[src/rtl/wide_add_pkg.sv]
// Shared types and helpers for the multi-precision add/subtract sequencer.
package wide_add_pkg;

    localparam int WORD_W = 32;

    typedef enum logic [1:0] {
        IDLE = 2'd0,
        RUN  = 2'd1,
        DONE = 2'd2
    } wide_add_state_t;

    // Two's-complement overflow: operands agree in sign but the result does not.
    function automatic logic signed_ovf(input logic a_msb, input logic b_msb, input logic s_msb);
        return (a_msb == b_msb) && (s_msb != a_msb);
    endfunction

endpackage

[src/rtl/fulladder32.sv]
// 32-bit ripple-style full adder with carry in and carry out (purely combinational).
module fulladder32 (
    input  logic [31:0] a,
    input  logic [31:0] b,
    input  logic        cin,
    output logic [31:0] sum,
    output logic        cout
);

    logic [32:0] total_s;

    assign total_s = {1'b0, a} + {1'b0, b} + {32'd0, cin};
    assign sum     = total_s[31:0];
    assign cout    = total_s[32];

endmodule

[src/rtl/wide_add_seq.sv]
// Multi-precision add/subtract: one 32-bit word per clock through a single
// fulladder32, least-significant word first, carry chained through a register.
// Subtraction is a + ~b + 1, so the inverted operand is stored at accept time
// and the initial carry is the sub flag.
module wide_add_seq
    import wide_add_pkg::*;
#(
    parameter int WORDS = 4
) (
    input  logic                    clk_i,
    input  logic                    rst_i,
    input  logic                    req_valid_i,
    output logic                    req_ready_o,
    input  logic                    sub_i,
    input  logic [WORD_W*WORDS-1:0] a_i,
    input  logic [WORD_W*WORDS-1:0] b_i,
    output logic                    rsp_valid_o,
    input  logic                    rsp_ready_i,
    output logic [WORD_W*WORDS-1:0] sum_o,
    output logic                    carry_o,
    output logic                    ovf_o
);

    localparam int W     = WORD_W * WORDS;
    localparam int IDX_W = (WORDS > 1) ? $clog2(WORDS) : 1;
    localparam logic [IDX_W-1:0] LAST_IDX = IDX_W'(WORDS - 1);
    localparam logic [IDX_W-1:0] IDX_ONE  = IDX_W'(1);
    localparam logic [IDX_W-1:0] IDX_ZERO = IDX_W'(0);

    wide_add_state_t   state_r, state_s;
    logic [IDX_W-1:0]  idx_r, idx_s;
    logic              carry_r, carry_s;
    logic [W-1:0]      a_r, a_s;
    logic [W-1:0]      b_r, b_s;
    logic [W-1:0]      sum_r, sum_s;
    logic              cout_r, cout_s;
    logic              ovf_r, ovf_s;
    logic              rsp_valid_r, rsp_valid_s;
    logic              req_ready_r, req_ready_s;

    logic [WORD_W-1:0] word_a_s;
    logic [WORD_W-1:0] word_b_s;
    logic [WORD_W-1:0] add_sum_s;
    logic              add_cout_s;

    assign word_a_s = a_r[idx_r*WORD_W +: WORD_W];
    assign word_b_s = b_r[idx_r*WORD_W +: WORD_W];

    fulladder32 u_adder (
        .a    (word_a_s),
        .b    (word_b_s),
        .cin  (carry_r),
        .sum  (add_sum_s),
        .cout (add_cout_s)
    );

    // Next-state and next-output logic for the IDLE/RUN/DONE sequencer.
    always_comb begin
        state_s     = state_r;
        idx_s       = idx_r;
        carry_s     = carry_r;
        a_s         = a_r;
        b_s         = b_r;
        sum_s       = sum_r;
        cout_s      = cout_r;
        ovf_s       = ovf_r;
        rsp_valid_s = rsp_valid_r;
        req_ready_s = req_ready_r;

        case (state_r)
            IDLE: begin
                if (req_valid_i) begin
                    a_s         = a_i;
                    b_s         = sub_i ? ~b_i : b_i;
                    carry_s     = sub_i;
                    idx_s       = IDX_ZERO;
                    state_s     = RUN;
                    req_ready_s = 1'b0;
                end else begin
                    req_ready_s = 1'b1;
                end
                rsp_valid_s = 1'b0;
            end
            RUN: begin
                sum_s[idx_r*WORD_W +: WORD_W] = add_sum_s;
                carry_s                       = add_cout_s;
                req_ready_s                   = 1'b0;
                if (idx_r == LAST_IDX) begin
                    // Final word: flags come from the top word's adder result.
                    cout_s      = add_cout_s;
                    ovf_s       = signed_ovf(a_r[W-1], b_r[W-1], add_sum_s[WORD_W-1]);
                    state_s     = DONE;
                    rsp_valid_s = 1'b1;
                end else begin
                    idx_s       = idx_r + IDX_ONE;
                    rsp_valid_s = 1'b0;
                end
            end
            DONE: begin
                if (rsp_ready_i) begin
                    state_s     = IDLE;
                    rsp_valid_s = 1'b0;
                    req_ready_s = 1'b1;
                end else begin
                    rsp_valid_s = 1'b1;
                    req_ready_s = 1'b0;
                end
            end
            default: begin
                state_s     = IDLE;
                rsp_valid_s = 1'b0;
                req_ready_s = 1'b1;
            end
        endcase
    end

    // State, datapath and output registers; reset discards any operation in flight.
    always_ff @(posedge clk_i or posedge rst_i) begin
        if (rst_i) begin
            state_r     <= IDLE;
            idx_r       <= IDX_ZERO;
            carry_r     <= 1'b0;
            a_r         <= {W{1'b0}};
            b_r         <= {W{1'b0}};
            sum_r       <= {W{1'b0}};
            cout_r      <= 1'b0;
            ovf_r       <= 1'b0;
            rsp_valid_r <= 1'b0;
            req_ready_r <= 1'b1;
        end else begin
            state_r     <= state_s;
            idx_r       <= idx_s;
            carry_r     <= carry_s;
            a_r         <= a_s;
            b_r         <= b_s;
            sum_r       <= sum_s;
            cout_r      <= cout_s;
            ovf_r       <= ovf_s;
            rsp_valid_r <= rsp_valid_s;
            req_ready_r <= req_ready_s;
        end
    end

    assign req_ready_o = req_ready_r;
    assign rsp_valid_o = rsp_valid_r;
    assign sum_o       = sum_r;
    assign carry_o     = cout_r;
    assign ovf_o       = ovf_r;

endmodule

[config.mk]
export PLATFORM = sky130hd
export DESIGN_NAME = wide_add_seq
export DESIGN_NICKNAME = d
export VERILOG_FILES = /design/src/rtl/wide_add_pkg.sv /design/src/rtl/fulladder32.sv /design/src/rtl/wide_add_seq.sv
export SDC_FILE = /design/constraint.sdc
export NUM_CORES = 1
export LEC_CHECK = 0
export BUFFER_PORTS_ARGS = -buffer_cell sky130_fd_sc_hd__clkbuf_2
export CORE_ASPECT_RATIO = 0.75
export CORE_UTILIZATION = 55
export DETAILED_ROUTE_END_ITERATION = 6
export PLACE_DENSITY_LB_ADDON = 0.12
export SYNTH_ARGS = -nofsm -noshare
export SYNTH_HDL_FRONTEND = slang
export SYNTH_HIERARCHICAL = 1
export SYNTH_SLANG_ARGS = --single-unit
[constraint.sdc]
create_clock -name clk_i -period 15.45 [get_ports clk_i]
set_input_delay 0.7725 -clock clk_i [delete_from_list [all_inputs] [get_ports clk_i]]
set_output_delay 0.7725 -clock clk_i [all_outputs]
set_load 0.01 [all_outputs]
==> key figures <==
Status
  – Status: completed

Run
  – Max_cap viols: 0

Synth
  – Syn Area/Cell: 10.6 um2
  – Dominant cell type by area after synthesis: dfrtp_1
  – Area of the mapped netlist: 18900 um2
  – Post-synthesis sequential area ratio: 52.0%
  – Largest family of logic cells by synthesized area: compound AO/OA/AOI/OAI gates
  – Synth cell types: 67
  – Main flop type after synthesis: dfrtp_1
  – Synth Area in Adders: 3.05%
  – EDFF count, synth: 0
  – FFs w/ async S/R, synth: 100%
  – Post-synthesis simple-gate area fraction: 13.2%
  – Synth Area in Compound Gates: 13.3%
  – Post-synthesis mux area share: 8.07%
  – Synth top area share: 51.8%
  – Synthesized instance count: 1779
  – Synth Area in XOR/XNOR: 7.08%
  – Syn nets: 2085
  – FF+latch count, synth: 393
  – Synth area leaders: dfrtp_1 (52%), nand2_1 (11%), mux4_2 (7.6%)
  – Total of warnings raised by yosys: 6

Timing
  – Slew @ Worst Pin: 1210 ps
  – Max Clock Skew: 16.8 ps
  – Achievable Freq: 183 MHz
  – Minimum clock period: 5460 ps
  – Final worst-path cycle share: 35.3%
  – Slew Viols, Final: 0
  – Final setup fails: 0
  – Worst Slack Setup Final: 9990 ps
  – Final hold violation count: 0
  – RSZ-0062 raised after global routing: no
  – Worst slew margin: 19.5%
  – TNS Setup: 0 ps

Hold path
  – Worst min-delay path class: in -> reg

Clock network
  – H-tree levels: 2
  – CTS root buf: clkbuf_16
  – CTS Buf Count: 40
  – Clock sink count: 393
  – Clk_lat worst skew: 530 ps
  – CTS tree: built
  – Buffers inserted during post-CTS setup optimization: 0
  – Resize count post-CTS: 0
  – Clock transition at path regs: 60 ps
  – Cts hold-fix bufs: 0
  – Longest Clk Path Bufs: 3

Routing
  – Via count: 14600
  – Via density per instance: 5.62
  – Drt first-iter violations: 1283
  – Detail Route Antenna Nets: 0
  – DRT Wirelength: 52700 um
  – DRC errors left: 0
  – First drt pass iteration count: 5
  – Post-DR wirelength/cell: 20.3 um

Placed design
  – Number of port buffers: 392
  – Gpl congestion: 0.866
  – Post-DP HPWL: 37700 um
  – Placed Cells: 2522
  – Setup slack at placement: 10030 ps

Setup path
  – CP cell instances: buf_4 > mux4_2 > fa_1 > fa_1 > a21oi_1 > o32ai_1 > o211ai_2 > a2111oi_2 > o21bai_1 > nor2_1 > nor3b_1 > a22o_1
  – CP required: 15910 ps
  – CP startpoint kind: register
  – Arrival time at the worst endpoint: 5920 ps
  – Critical path type: reg -> reg
  – CP max stage cell: dfrtp_4
  – Worst setup EP type: register
  – CP peak stage delay: 780 ps
  – Worst-path fanout max: 47
  – Cell mode on critical path: fa_1

Power and ir drop
  – Total net switching power: 2380 uW
  – Comb pwr share: 51.0%
  – VDD IR max: 123 uV
  – Sw frac: 44.6%
  – Pwr per Cell Area: 238 nW/um2
  – Static leakage: 0.0112 uW
  – Power share of the sequential group: 30.7%
  – Clk pwr share: 18.3%
  – Internal power: 2950 uW

GRT
  – Initial antenna violation count: 5
  – Largest net degree at the start of global routing: 166
  – Vias in the first global route: 14100
  – First-pass GRT wire length: 81100 um
  – GRT Overall Usage: 30.2%
  – Grt total ovfl: 0

Die
  – # IOs: 393
  – Placeable Area: 33700 um2
  – Die area: 35200 um2
  – Starting Density: 56.2%
  – Row cnt: 58
  – Die Height: 163 um
  – Die width: 216 um

Final layout
  – Final nets: 2420
  – Synth-to-layout area growth: 18.3%
  – Layout Cells excl Fill: 2594
  – Layout cells sized above 1: 26.0%
==> power groups by stage <==
| stage | Sequential (uW) | Combinational [uW] | Clock [uW] |
|---|---|---|---|
| 6_report | 1640 | 2720 | 977 |
| 5_1_grt | 1680 | 2960 | 1030 |
| 3_3_place_gp | 1630 | 2630 | 0 |
| 2_1_floorplan | 1570 | 1950 | 0 |
| 3_5_place_dp | 1650 | 2680 | 0 |
| 4_1_cts | 1640 | 2700 | 990 |
==> cells in the mapped netlist (all sizes together) (3+ instances only) <==
cell type	count
o21ai	150
mux4	64
o211ai	5
xnor2	138
buf	81
a22o	126
inv	13
a21boi	3
nand4	9
or3	5
dfrtp	392
a21oi	36
nand2b	3
and3	4
ha	43
mux2i	4
nor3	9
nor2	22
nand3	5
clkbuf	35
xor2	15
nand2	546
a2111oi	3
o21a	4
nor2b	3
mux2	4
a211oi	7
o21bai	6
a211o	4
a21o	13
o31ai	3
==> state kept, by name, summed over array words and instances, names as in the netlist <==
register,cells
state_r,2
rsp_valid_o,1
carry_r,1
ovf_o,1
b_r,128
sum_o,128
a_r,128
carry_o,1
req_ready_o,1
idx_r,2
==> per-layer routing <==
metal	up-vias	wire [um]	track usage (%)
met4	0	1020	8.10
met3	66	3910	5.38
li1	6803	-	-
met5	-	0	0
met1	7166	24700	47.3
met2	534	23100	43.3
==> layout by cell type, fill, tap and decap left out, drive strengths merged, types with 3 or more instances in the layout <==
master,count
a2111oi,3
a211o,4
a211oi,7
a21boi,3
a21o,13
a21oi,36
a22o,126
and3,4
buf,18
bufinv,3
clkbuf,450
clkinv,4
dfrtp,392
diode,5
ha,43
inv,14
mux2,4
mux2i,4
mux4,64
nand2,546
nand2b,3
nand3,5
nand4,9
nor2,22
nor2b,3
nor3,9
o211ai,5
o21a,4
o21ai,150
o21bai,6
o31ai,3
or3,5
xnor2,138
xor2,15
==> final timing paths <==
path / slack [ps] / end / depth (start not counted) / startpoint
hold reg to reg: 470 / a_r[17] / 2 / a_r[17]
setup reg to reg: 9990 / sum_o[84] / 12 / idx_r[0]
max in group asynchronous: 13310 / sum_o[10] / 3 / rst_i
hold / removal: 430 / a_r[97] / 3 / a_i[97]
min in group asynchronous: 540 / sum_o[5] / 2 / rst_i
setup / recovery: 9990 / sum_o[84] / 12 / idx_r[0]
==> area by class of cell <==
class                      count  area (um2)
tap                          450         563
timing repair buffer         409        2110
clock buffer                  59        1180
fill                        2718       11300
multi-input combinational   1256        8490
inverter                      14        60.1
sequential                   393        9840
antenna                        5        12.5
clock inverter                 8         124
==> logic make-up after synthesis <==
| logic type | Yosys count |
|---|---|
| simple gates | 618 |
| flops | 393 |
| compound gates | 368 |
| xor+xnor | 153 |
| buf+inv | 130 |
| mux | 72 |
| fa+ha+maj | 45 |
==> metrics by stage <==
stage / hold WS (ps) / total power, uW / area [um2] / util, %
5_1_grt: 425 / 5670 / 22400 / 66.5
3_3_place_gp: 452 / 4260 / 21100 / 62.6
6_report: 433 / 5330 / 22400 / 66.5
3_5_place_dp: 458 / 4330 / 21100 / 62.6
4_1_cts: 410 / 5320 / 22400 / 66.4
2_1_floorplan: 440 / 3520 / 18900 / -
==> critical path, delay by kind of cell, from the launching register on <==
family / cells / cell delay (ps)
buffers and inverters: 1 / 770
multiplexers: 1 / 660
AO/OA/AOI/OAI: 6 / 1440
flip-flops: 1 / 780
adder cells (fa/ha/maj): 2 / 930
AND/OR/NAND/NOR: 2 / 720
No activity file was read; power rests on OpenSTA's default activity.
